<file path="src/rtl/ram_fifo_if.sv">
// Stream and ram-side signal bundle for ram_fifo_ctrl.
// slave: the controller's view. master: the view of whatever drives the
// input stream, consumes the output stream and hosts the ram.
interface ram_fifo_if #(
  parameter int DATA_BITWIDTH = 8,
  parameter int ADDR_BITWIDTH = 8
);
  logic [DATA_BITWIDTH-1:0] in_data;
  logic                     in_valid;
  logic                     in_ready;
  logic [DATA_BITWIDTH-1:0] out_data;
  logic                     out_valid;
  logic                     out_ready;
  logic [ADDR_BITWIDTH-1:0] ram_addr_wr;
  logic [DATA_BITWIDTH-1:0] ram_data_wr;
  logic                     ram_wr;
  logic [ADDR_BITWIDTH-1:0] ram_addr_rd;
  logic [DATA_BITWIDTH-1:0] ram_data_rd;
  logic [ADDR_BITWIDTH:0]   count;
  logic                     full;
  logic                     empty;

  modport slave (
    input  in_data, in_valid, out_ready, ram_data_rd,
    output in_ready, out_data, out_valid, ram_addr_wr, ram_data_wr, ram_wr,
           ram_addr_rd, count, full, empty
  );

  modport master (
    output in_data, in_valid, out_ready, ram_data_rd,
    input  in_ready, out_data, out_valid, ram_addr_wr, ram_data_wr, ram_wr,
           ram_addr_rd, count, full, empty
  );
endinterface

</file>
<file path="src/rtl/ram_fifo_ctrl.sv">
// Write/read controller in front of an edge-written, async-read ram.
// Each accepted word is written with a three-cycle setup/strobe sequence so
// address and data are stable before and during the rising edge of ram_wr.
// Committed words are drained into a registered valid/ready output.
//
// state    | meaning
// W_IDLE   | waiting for an input word; in_ready = !full
// W_SETUP  | addr/data latched, ram_wr still low
// W_STROBE | ram_wr high; leaving this state commits the word
module ram_fifo_ctrl #(
  parameter int DATA_BITWIDTH = 8,
  parameter int ADDR_BITWIDTH = 8,
  parameter int DEPTH         = 1 << ADDR_BITWIDTH
) (
  input logic        clk,
  input logic        rst,
  ram_fifo_if.slave  bus
);

  localparam logic [ADDR_BITWIDTH-1:0] LAST_PTR  = ADDR_BITWIDTH'(DEPTH - 1);
  localparam logic [ADDR_BITWIDTH:0]   DEPTH_CNT = (ADDR_BITWIDTH + 1)'(DEPTH);

  typedef enum logic [1:0] {
    W_IDLE,
    W_SETUP,
    W_STROBE
  } w_state_t;

  w_state_t                 state, state_nxt;
  logic [ADDR_BITWIDTH-1:0] wr_ptr, rd_ptr;
  logic [ADDR_BITWIDTH:0]   count_q;
  logic                     ram_wr_q, ram_wr_nxt;
  logic [ADDR_BITWIDTH-1:0] addr_wr_q;
  logic [DATA_BITWIDTH-1:0] data_wr_q;
  logic                     out_valid_q;
  logic [DATA_BITWIDTH-1:0] out_data_q;
  logic                     full_c;
  logic                     in_ready_c;
  logic                     accept;
  logic                     commit;
  logic                     load;

  // Explicit wrap so DEPTH does not have to be a power of two.
  function automatic logic [ADDR_BITWIDTH-1:0] next_ptr(input logic [ADDR_BITWIDTH-1:0] p);
    return (p == LAST_PTR) ? '0 : p + 1'b1;
  endfunction

  assign full_c     = (count_q == DEPTH_CNT);
  assign in_ready_c = (state == W_IDLE) && !full_c;
  // Only committed entries are loaded, so rd_ptr never overtakes a pending strobe.
  assign load       = (count_q != '0) && (!out_valid_q || bus.out_ready);

  // Write sequencer: next state, accept/commit strobes, next ram_wr level.
  always_comb begin
    state_nxt  = state;
    accept     = 1'b0;
    commit     = 1'b0;
    ram_wr_nxt = 1'b0;
    case (state)
      W_IDLE: begin
        if (bus.in_valid && in_ready_c) begin
          accept    = 1'b1;
          state_nxt = W_SETUP;
        end
      end
      W_SETUP: begin
        ram_wr_nxt = 1'b1;
        state_nxt  = W_STROBE;
      end
      W_STROBE: begin
        commit    = 1'b1;
        state_nxt = W_IDLE;
      end
      default: state_nxt = W_IDLE;
    endcase
  end

  // Write-side registers: state, registered strobe, held address/data, write pointer.
  always_ff @(posedge clk or posedge rst) begin
    if (rst) begin
      state     <= W_IDLE;
      ram_wr_q  <= 1'b0;
      addr_wr_q <= '0;
      data_wr_q <= '0;
      wr_ptr    <= '0;
    end else begin
      state    <= state_nxt;
      ram_wr_q <= ram_wr_nxt;
      if (accept) begin
        addr_wr_q <= wr_ptr;
        data_wr_q <= bus.in_data;
      end
      if (commit) wr_ptr <= next_ptr(wr_ptr);
    end
  end

  // Output register: load from the async read port or drop valid once taken.
  always_ff @(posedge clk or posedge rst) begin
    if (rst) begin
      out_valid_q <= 1'b0;
      out_data_q  <= '0;
      rd_ptr      <= '0;
    end else if (load) begin
      out_valid_q <= 1'b1;
      out_data_q  <= bus.ram_data_rd;
      rd_ptr      <= next_ptr(rd_ptr);
    end else if (out_valid_q && bus.out_ready) begin
      out_valid_q <= 1'b0;
    end
  end

  // Occupancy: commits add, loads remove, both together cancel.
  always_ff @(posedge clk or posedge rst) begin
    if (rst) begin
      count_q <= '0;
    end else begin
      case ({commit, load})
        2'b10:   count_q <= count_q + 1'b1;
        2'b01:   count_q <= count_q - 1'b1;
        default: count_q <= count_q;
      endcase
    end
  end

  assign bus.in_ready    = in_ready_c;
  assign bus.out_data    = out_data_q;
  assign bus.out_valid   = out_valid_q;
  assign bus.ram_addr_wr = addr_wr_q;
  assign bus.ram_data_wr = data_wr_q;
  assign bus.ram_wr      = ram_wr_q;
  assign bus.ram_addr_rd = rd_ptr;
  assign bus.count       = count_q;
  assign bus.full        = full_c;
  assign bus.empty       = (count_q == '0);

endmodule
</file>
<file path="src/flat_wrapper.sv">
// flat-port wrapper written by rule: the top's interface ports become plain ports
module ram_fifo_ctrl_flat 
#(
  parameter int DATA_BITWIDTH = 8,
  parameter int ADDR_BITWIDTH = 8,
  parameter int DEPTH         = 1 << ADDR_BITWIDTH
)
  (clk, rst, bus_in_data, bus_in_valid, bus_out_ready, bus_ram_data_rd, bus_in_ready, bus_out_data, bus_out_valid, bus_ram_addr_wr, bus_ram_data_wr, bus_ram_wr, bus_ram_addr_rd, bus_count, bus_full, bus_empty);
  ram_fifo_if #(.DATA_BITWIDTH(DATA_BITWIDTH), .ADDR_BITWIDTH(ADDR_BITWIDTH)) bus_i ();
  input logic clk;
  input logic rst;
  input wire logic [$bits(bus_i.in_data)-1:0] bus_in_data;
  input wire logic [$bits(bus_i.in_valid)-1:0] bus_in_valid;
  input wire logic [$bits(bus_i.out_ready)-1:0] bus_out_ready;
  input wire logic [$bits(bus_i.ram_data_rd)-1:0] bus_ram_data_rd;
  output wire logic [$bits(bus_i.in_ready)-1:0] bus_in_ready;
  output wire logic [$bits(bus_i.out_data)-1:0] bus_out_data;
  output wire logic [$bits(bus_i.out_valid)-1:0] bus_out_valid;
  output wire logic [$bits(bus_i.ram_addr_wr)-1:0] bus_ram_addr_wr;
  output wire logic [$bits(bus_i.ram_data_wr)-1:0] bus_ram_data_wr;
  output wire logic [$bits(bus_i.ram_wr)-1:0] bus_ram_wr;
  output wire logic [$bits(bus_i.ram_addr_rd)-1:0] bus_ram_addr_rd;
  output wire logic [$bits(bus_i.count)-1:0] bus_count;
  output wire logic [$bits(bus_i.full)-1:0] bus_full;
  output wire logic [$bits(bus_i.empty)-1:0] bus_empty;
  assign bus_i.in_data = bus_in_data;
  assign bus_i.in_valid = bus_in_valid;
  assign bus_i.out_ready = bus_out_ready;
  assign bus_i.ram_data_rd = bus_ram_data_rd;
  assign bus_in_ready = bus_i.in_ready;
  assign bus_out_data = bus_i.out_data;
  assign bus_out_valid = bus_i.out_valid;
  assign bus_ram_addr_wr = bus_i.ram_addr_wr;
  assign bus_ram_data_wr = bus_i.ram_data_wr;
  assign bus_ram_wr = bus_i.ram_wr;
  assign bus_ram_addr_rd = bus_i.ram_addr_rd;
  assign bus_count = bus_i.count;
  assign bus_full = bus_i.full;
  assign bus_empty = bus_i.empty;
  ram_fifo_ctrl #(.DATA_BITWIDTH(DATA_BITWIDTH), .ADDR_BITWIDTH(ADDR_BITWIDTH), .DEPTH(DEPTH)) u_core (.clk(clk), .rst(rst), .bus(bus_i));
endmodule
</file>
<file path="config.mk">
export PLATFORM = sky130hd
export DESIGN_NAME = ram_fifo_ctrl_flat
export DESIGN_NICKNAME = d
export VERILOG_FILES = /design/src/rtl/ram_fifo_if.sv /design/src/rtl/ram_fifo_ctrl.sv /design/src/flat_wrapper.sv
export SDC_FILE = /design/constraint.sdc
export NUM_CORES = 1
export LEC_CHECK = 0
export BUFFER_PORTS_ARGS = -buffer_cell sky130_fd_sc_hd__buf_2
export CAP_MARGIN = 20
export CORE_MARGIN = 4
export CORE_UTILIZATION = 47
export DETAILED_ROUTE_END_ITERATION = 6
export GPL_ROUTABILITY_DRIVEN = 0
export GPL_TIMING_DRIVEN = 0
export PLACE_DENSITY = 0.77
export SYNTH_ARGS = -nofsm -noshare
export SYNTH_HDL_FRONTEND = slang
export SYNTH_SLANG_ARGS = --single-unit
</file>
<file path="constraint.sdc">
create_clock -name clk -period 3.4 [get_ports clk]
set_input_delay 0.68 -clock clk [delete_from_list [all_inputs] [get_ports clk]]
set_output_delay 0.68 -clock clk [all_outputs]
set_load 0.02 [all_outputs]
</file>
==> impl_metrics.toml, run 1 <==
[status]
status = "finished, final reports clean"

[placed_design]
post-place-ws_ns = -0.291
postPlaceCellArea_um2 = 3020
dp_hpwl_um = 3860
numPortBuffers = 65

[critical_path]
cp-startpoint = "u_core.bus.count[0]$_DFFE_PP0P_"
critPathKind = "reg -> reg"
cp-end-kind = "flop"
cp_max_fo = 12
startpoint_type = "flop"
r2r_cells = 10
crit_required_ns = 3.60
r2r_start = "u_core.bus.count[0]$_DFFE_PP0P_"
crit_arrival_ns = 3.38

[floorplan]
initial_core_util = 0.496
fp.dieH_um = 82.1
core_um2 = 5200
row_count = 26
io_pins = 66
die_width_um = 82.1
dieArea_um2 = 6750

[cells_and_area]
final_nets = 321
fillers = 449
synthToLayoutAreaGrowth_pct = 20.8
antennaDiodeCount = 0
postLayoutCoreUtil = 0.600
layout-drive-gt1-share = 0.378
finalInstanceArea_um2 = 3120

[clocking]
cts_buffers = 5
clockBufferDepth = 2
cts.sinks = 53
cts_root_buf = "clkbuf_8"
cts_tree = "built"
clk_transition_reported_paths_ns = 0.09
h-tree-depth = 2
clkLatencyLatePin_ns = 0.30

[grt]
grt_pass1_wl_um = 8400
grt_remaining_overflow = 0
grt_max_degree = 31
grt_pass1_vias = 1819
grtUsageTotal = 0.162
antenna_found_initial = 0

[route]
drt_iter0_markers = 62
wl_per_cell_um = 14.0
drcViolationCount = 0
post_drt_via_cell_ratio = 5.15
ant_nets = 0
drt_wl_total_um = 5050
first_pass_iters = 4
vias = 1859

[timing]
fin_worst_skew_ns = 0.00880
worstMarginPinSlew_ns = 0.672
rsz0062_at_grt = "false"
finalHoldViolCount = 0
finalSetupViolations = 0
finalCritPeriodShare = 0.934
fmax_mhz = 315
fin_ws_ns = 0.224
fin_crit_ns = 3.18
drv_slew = 0
slew_headroom = 0.550

[synth]
synth-async-reset-ratio = 1.00
netlist_area_um2 = 2580
yosys-top-cells-count = "53 x dfrtp_1, 22 x nand2_1, 14 x mux2_2"
synth_nets = 247
ys.flop_type = "dfrtp_1"
yosys.area.top_type_share = 0.513
synth_area_leaders = "dfrtp_1 51%, mux2_2 6.1%, mux2_4 5.2%"
synth_largest_area_cell = "dfrtp_1"
seq_area_frac_synth = 0.513
synth_cell_type_count = 40
ys_seq_elements = 53
synth_warnings = 0
syn-mean-instance-area_um2 = 12.0
synthMostInstantiatedCell = "dfrtp_1"
syn_inst = 216
synth-edff-count = 0

[run]
maxCapViolCount = 0

[power_and_ir_drop]
vdd_drop_max_v = 0.000486
cellPowerDensity_nw_per_um2 = 822
p_leak_nw = 1.51
power_mw = 2.57

[hold_path]
hp-class = "in -> async"
==> sequential cells by signal (all words and copies together) (netlist names) <==
name                    flops
u_core.bus.count            9
u_core.bus.out_data         8
u_core.bus.ram_addr_rd      8
u_core.bus.ram_addr_wr      8
u_core.bus.ram_data_wr      8
u_core.wr_ptr               8
u_core.state                2
u_core.bus.out_valid        1
u_core.bus.ram_wr           1
==> path summary, 6_finish.rpt <==
kind	endpoint	slack [ns]
min in group clk	u_core.bus.out_data[0]$_DFFE_PP0P_	0.49
worst min-delay path	u_core.bus.out_data[2]$_DFFE_PP0P_	0.40
max in group asynchronous	u_core.bus.ram_addr_wr[0]$_DFFE_PP0P_	2.46
worst max register to register	u_core.bus.count[8]$_DFFE_PP0P_	0.22
worst min register to register	u_core.bus.out_data[0]$_DFFE_PP0P_	0.49
worst max-delay path	u_core.bus.count[8]$_DFFE_PP0P_	0.22
==> area by class of cell <==
type,instances,area [µm²],area share
plain buffers,6,41.3,0.0132
repair buffers,67,353,0.113
well taps,70,87.6,0.0281
clock buffers,6,72.6,0.0233
multi-input cells,151,1200,0.386
inverters,6,22.5,0.00722
flip-flops and latches,53,1330,0.425
clock inverters,2,13.8,0.00441
==> worst max-delay path, cell delays in order, from the launching register on <==
cell and delay (ns):
dfrtp_1 0.45, or4_4 0.60, o31ai_4 0.26, inv_2 0.10, ha_2 0.29, fa_2 0.40
a211oi_2 0.25, o21ai_0 0.15, a31oi_1 0.22, xor2_1 0.09, o32ai_1 0.24
==> logic make-up after synthesis <==
group / Yosys count / synth area share
AOI/OAI and AO/OA: 34 / 0.0838
xor gates and xnor gates: 17 / 0.0576
adders and majority gates: 11 / 0.0562
buffers and inverters: 12 / 0.0247
DFF: 53 / 0.513
muxes: 27 / 0.130
and+or+nand+nor: 62 / 0.134
==> metrics by stage <==
stage,cells,hold slack [ns],setup TNS [ns]
finish,361,0.399,0
global route,361,0.454,0
CTS,361,0.419,0
detailed placement,352,0.477,-0.412
global placement,351,0.470,-0.305
floorplan,216,0.454,0
==> metal layers <==
layer,part of all wire,global-route usage,wire (µm)
met1,0.44,0.198,2210
met2,0.49,0.278,2450
met4,0.017,0.0664,86
met3,0.060,0.0358,303
met5,0,0,0
==> power by group <==
group          internal [mW]  switching, mW  leakage (nW)
Clock                  0.147          0.207        0.0456
Combinational          0.525          0.673         0.818
Sequential             0.828          0.185         0.648
==> cells in the final DEF (no fill, tap or decap), types with 4 or more instances in the layout <==
cell      synthesis  final
a21oi_1           8      8
ha_1             10      9
and3_1            4      4
xnor2_1           8      8
nor2_1            7      7
dfrtp_1          53     53
clkbuf_8          0      5
xor2_1            9      9
mux2_4            9      9
inv_1             5      4
nand3_1           5      5
mux2_2           14     14
nand2_1          22     22
nor3_1            8      8
o21ai_0          13     13
clkbuf_1          4      5
buf_2             0     65
==> repair_timing <==
| item | CTS | global route |
|---|---|---|
| setup endpoints to repair | 2 | 1 |
| buffers inserted | 1 | 0 |
| resized for setup | 1 | 2 |
| hold buffers | 0 | 0 |
| cloned | 0 | 0 |
| pin swaps | 1 | 0 |
Note: power is estimated with default switching activity, not from simulation.
==> inputs of run 2 (changes only) <==
Settings changed: ABC_AREA set to 1, CORE_UTILIZATION 47 to 48.
==> impl_metrics.toml, run 2 <==
[cells_and_area]
final_cells = 487
antennaDiodeCount = 0
synthToLayoutAreaGrowth_pct = 19.6
multiInputGateArea_um2 = 1230
largest_register_ffs = 9
layout-drive-gt1-share = 0.246
final_nets = 445
fillers = 493
regArea_um2 = 1330
layout_commonest_cell = "nand2_1"
final_cell_mix = "122 x nand2_1, 68 x buf_2, 53 x dfrtp_1"
postLayoutCoreUtil = 0.599

[critical_path]
r2r_start = "u_core.bus.count[0]$_DFFE_PP0P_"
cpMostUsedCell = "nand3_1"
crit_arrival_ns = 2.93
critPathKind = "reg -> reg"
cp_max_fo = 10
critPathSlowestCell = "dfrtp_1"
r2r_setup_slack_ns = 0.67
r2r_cells = 14
critical-path-max-stage-delay_ns = 0.47
r2r_end = "u_core.bus.count[7]$_DFFE_PP0P_"
crit_path_cell_trace = "nor2_2 -> nand3_2 -> nor2_4 -> nand2_2 -> nand2_2 -> inv_2 -> buf_6 -> ha_1 -> ha_1 -> or2_2 -> nand3_1 -> nand3_1 -> nand3_1 -> nand2_1"
cp-end-kind = "flop"
crit_required_ns = 3.60
cp_num_buf_inv = 2
startpoint_type = "flop"
cp_top_family = "simple AND/OR/NAND/NOR gates"

[hold_path]
hp-class = "in -> async"

[grt]
grt_pass1_wl_um = 10600
grt_max_degree = 43
grtUsageTotal = 0.180
grt_remaining_overflow = 0
grt_pass1_vias = 2352
antenna_found_initial = 0

[synth]
synth-compound-area-share = 0.0289
muxShareOfSynthArea = 0
synthAdderAreaFrac = 0.0523
synth_largest_area_cell = "dfrtp_1"
synth_cell_type_count = 31
seq_area_frac_synth = 0.478
synth_warnings = 0
synthSimpleGateAreaFrac = 0.334
syn_inst = 342
synth_xor_area_frac = 0.0284
synth_nets = 373
yosys-top-cells-count = "122 x nand2_1, 53 x dfrtp_1, 37 x inv_1"
ys_seq_elements = 53
netlist_area_um2 = 2770
yosys.area.top_type_share = 0.478
synthMostInstantiatedCell = "nand2_1"
synth_area_leaders = "dfrtp_1 48%, nand2_1 17%, inv_1 5.0%"
syn-mean-instance-area_um2 = 8.11
ys.flop_type = "dfrtp_1"
synth-edff-count = 0
synth-async-reset-ratio = 1.00
synth_top_family_by_area = "simple AND/OR/NAND/NOR gates"

[run]
maxCapViolCount = 0

[timing]
finalCritPeriodShare = 0.803
drv_slew = 0
slew_headroom = 0.714
rsz0062_at_grt = "false"
fmax_mhz = 366
fin_ws_ns = 0.671
tns_ns = 0
fin_crit_ns = 2.73
finalHoldViolCount = 0
worstMarginPinSlew_ns = 0.430
fin_worst_skew_ns = 0.00512
finalSetupViolations = 0

[clocking]
clk_transition_reported_paths_ns = 0.10
hold_buffers = 0
cts_buffers = 5
cts_tree = "built"
cts_post_setup_buffers_inserted = 0
h-tree-depth = 2
cts_resized = 0
clockBufferDepth = 2
cts.sinks = 53
clkLatencyLatePin_ns = 0.31
cts_root_buf = "clkbuf_8"

[placed_design]
dp_hpwl_um = 4430
post-place-ws_ns = 0.650
numPortBuffers = 64
dp_cells = 479

[floorplan]
fp.dieH_um = 84.0
die_width_um = 84.0
dieArea_um2 = 7060
core_um2 = 5540
row_count = 27
initial_core_util = 0.501
io_pins = 66

[power_and_ir_drop]
vdd_drop_max_v = 0.000436
cellPowerDensity_nw_per_um2 = 781
p_leak_nw = 1.91

[route]
vias = 2465
first_pass_iters = 4
drt_iter0_markers = 115
drcViolationCount = 0
ant_nets = 0
drt_wl_total_um = 5980
wl_per_cell_um = 12.3
post_drt_via_cell_ratio = 5.06

[status]
status = "finished, final reports clean"
==> run 2: cell types whose count changed in the layout (fill, tap and decap cells not counted), moves of 9 or more <==
cell / delta
nand2_2: +11
mux2_2: -14
mux2_4: -9
nand2_1: +100
nor2_1: +15
inv_1: +32
nand3_1: +17
nand4_1: +16
==> run 2: per-layer routing <==
layer | vias up | global-route usage | share of wire
li1 | 1232 | - | -
met1 | 1165 | 0.226 | 0.45
met2 | 56 | 0.305 | 0.49
met3 | 12 | 0.0464 | 0.048
met4 | 0 | 0.0497 | 0.016
met5 | - | 0 | 0
==> run 2: layout make-up <==
cell class | count | share of cell area
inverters | 39 | 0.0441
clock inverters | 3 | 0.0132
well taps | 72 | 0.0272
clock buffers | 5 | 0.0207
repair buffers | 65 | 0.103
multi-input cells | 241 | 0.371
flip-flops and latches | 53 | 0.400
plain buffers | 9 | 0.0211
==> run 2: per-stage QoR <==
step | hold slack (ns) | power, mW | instance area [µm²]
6_report | 0.295 | 2.59 | 3320
2_1_floorplan | 0.463 | 1.83 | 2770
5_1_grt | 0.314 | 2.82 | 3320
3_3_place_gp | 0.452 | 2.13 | 3180
4_1_cts | 0.297 | 2.61 | 3320
3_5_place_dp | 0.458 | 2.17 | 3200
==> run 2: report_power, final <==
group | leakage [nW] | switching (mW) | internal, mW
clock network | 0.0585 | 0.214 | 0.221
registers | 0.668 | 0.184 | 0.814
logic | 1.19 | 0.730 | 0.428
==> run 2: how the worst max path moves through the flow <==
| stage | startpoint | end | slack [ns] | cells after the start |
|---|---|---|---|---|
| 2_1_floorplan | u_core.bus.count[0]$_DFFE_PP0P_ | u_core.bus.count[8]$_DFFE_PP0P_ | 0.87 | 14 |
| 3_3_place_gp | bus_out_ready | u_core.bus.count[8]$_DFFE_PP0P_ | 0.67 | 13 |
| 3_5_place_dp | bus_out_ready | u_core.bus.count[8]$_DFFE_PP0P_ | 0.65 | 13 |
| 4_1_cts | u_core.bus.count[0]$_DFFE_PP0P_ | u_core.bus.count[8]$_DFFE_PP0P_ | 0.66 | 14 |
| 5_1_grt | u_core.bus.count[0]$_DFFE_PP0P_ | u_core.bus.count[5]$_DFFE_PP0P_ | 0.49 | 14 |
| 6_report | u_core.bus.count[0]$_DFFE_PP0P_ | u_core.bus.count[7]$_DFFE_PP0P_ | 0.67 | 14 |
==> run 2: logic make-up after synthesis <==
family,Yosys count
flip-flops,53
XOR/XNOR,9
buffers and inverters,48
AO/OA/AOI/OAI,15
AND/OR/NAND/NOR,206
adder cells (fa/ha/maj),11
==> inputs of run 3 (changes only) <==
Clock period 3.4 ns to 2.51 ns, I/O delays scaled along.
==> impl_metrics.toml, run 3 (synthesis gave the netlist of run 2 again) <==
[route]
drt_wl_total_um = 6230
post_drt_via_cell_ratio = 5.00
first_pass_iters = 5
vias = 2487
ant_nets = 0
drcViolationCount = 0
wl_per_cell_um = 12.5
drt_iter0_markers = 155

[floorplan]
dieArea_um2 = 7060
core_um2 = 5540
initial_core_util = 0.501
die_width_um = 84.0
io_pins = 66
fp.dieH_um = 84.0
row_count = 27

[placed_design]
numPortBuffers = 64
dp_hpwl_um = 4460
dp_cells = 479
postPlaceCellArea_um2 = 3210

[critical_path]
cpMostUsedCell = "nand2_1"
critPathSlowestCell = "dfrtp_2"
critPathKind = "reg -> reg"
crit_required_ns = 2.70
startpoint_type = "flop"
critical-path-max-stage-delay_ns = 0.43
crit_path_cell_trace = "nor2_2 -> nand3_2 -> nor2_4 -> nand2_2 -> nand2_4 -> inv_4 -> ha_4 -> buf_4 -> ha_4 -> nand2_1 -> nor2_1 -> nand3_1 -> nand2_1 -> nand2_1 -> nand3_1 -> nand2_1"
crit_arrival_ns = 2.56
cp_max_fo = 12
cp_num_buf_inv = 2
cp-end-kind = "flop"
cp_top_family = "simple AND/OR/NAND/NOR gates"

[timing]
tns_ns = 0
finalSetupViolations = 0
fin_crit_ns = 2.36
finalHoldViolCount = 0
slew_headroom = 0.713
drv_slew = 0
finalCritPeriodShare = 0.942
fin_worst_skew_ns = 0.00761
worstMarginPinSlew_ns = 0.431
fmax_mhz = 423

[grt]
grtUsageTotal = 0.177
grt_max_degree = 39
grt_pass1_vias = 2371
antenna_found_initial = 0
grt_pass1_wl_um = 10400
grt_remaining_overflow = 0

[cells_and_area]
antennaDiodeCount = 0
layout-drive-gt1-share = 0.296
layout_commonest_cell = "nand2_1"
finalInstanceArea_um2 = 3500
fillers = 461
postLayoutCoreUtil = 0.632
largest_register_ffs = 9
synthToLayoutAreaGrowth_pct = 26.3
final_cells = 497
final_nets = 455
final_cell_mix = "120 x nand2_1, 68 x buf_2, 50 x dfrtp_1"

[clocking]
clk_transition_reported_paths_ns = 0.10
clockBufferDepth = 2
cts_root_buf = "clkbuf_8"
cts.sinks = 53
cts_buffers = 5
clkLatencyLatePin_ns = 0.30
cts_tree = "built"
h-tree-depth = 2

[power_and_ir_drop]
p_leak_nw = 1.96
vdd_drop_max_v = 0.000597
cellPowerDensity_nw_per_um2 = 1070
power_mw = 3.74

[status]
status = "finished, final reports clean"

[hold_path]
hp-class = "in -> async"

[run]
maxCapViolCount = 0
run 3: power by group:
group | internal (mW) | leakage (nW) | switching, mW
clock | 0.299 | 0.0585 | 0.290
combinational | 0.728 | 1.24 | 1.07
sequential | 1.11 | 0.665 | 0.248
total | 2.14 | 1.96 | 1.61
run 3: final timing paths:
check / from / end / slack [ns] / depth (start not counted)
worst max-delay path: u_core.bus.count[1]$_DFFE_PP0P_ / u_core.bus.count[7]$_DFFE_PP0P_ / 0.15 / 16
worst min-delay path: rst / u_core.bus.out_data[5]$_DFFE_PP0P_ / 0.15 / 2
worst max register to register: u_core.bus.count[1]$_DFFE_PP0P_ / u_core.bus.count[7]$_DFFE_PP0P_ / 0.15 / 16
worst min register to register: u_core.bus.ram_addr_wr[6]$_DFFE_PP0P_ / u_core.bus.ram_addr_wr[6]$_DFFE_PP0P_ / 0.48 / 2
max in group asynchronous: rst / u_core.bus.count[1]$_DFFE_PP0P_ / 1.82 / 3
min in group clk: bus_ram_data_rd[5] / u_core.bus.out_data[5]$_DFFE_PP0P_ / 0.39 / 3
run 3: routing by layer:
metal  track usage  up-vias  share of wire
li1              -     1246              -
met1         0.220     1164           0.44
met2         0.311       71           0.50
met3        0.0346        6          0.047
met4        0.0497        0          0.012
met5             0        -              0
run 3: cell type report:
| cell class | instances | area, µm² | share of cell area |
|---|---|---|---|
| multi-input combinational | 241 | 1340 | 0.381 |
| tap | 72 | 90.1 | 0.0257 |
| timing repair buffer | 76 | 427 | 0.122 |
| clock buffer | 5 | 68.8 | 0.0196 |
| inverter | 39 | 149 | 0.0425 |
| buffer | 8 | 58.8 | 0.0168 |
| clock inverter | 3 | 43.8 | 0.0125 |
| sequential | 53 | 1330 | 0.380 |
run 3: timing repair:
item	in CTS	in global routing
setup buffers	2	9
pin swaps	0	7
hold buffers	0	0
resized for setup	3	16
endpoints found under the setup margin	6	6
gates cloned	0	0
run 3: through the flow:
stage	hold slack, ns	setup WS [ns]
after floorplan	0.463	0.0105
after global placement	0.453	-0.182
after detailed placement	0.462	-0.225
after CTS	0.159	0.00804
after global routing	0.170	-0.00985
final	0.150	0.145
run 3: worst register-to-register path, delay by kind of cell (launching register included):
kind / cells / cell delay (ns)
DFF: 1 / 0.43
buffers and inverters: 2 / 0.23
adders and majority gates: 2 / 0.49
and+or+nand+nor: 12 / 1.10
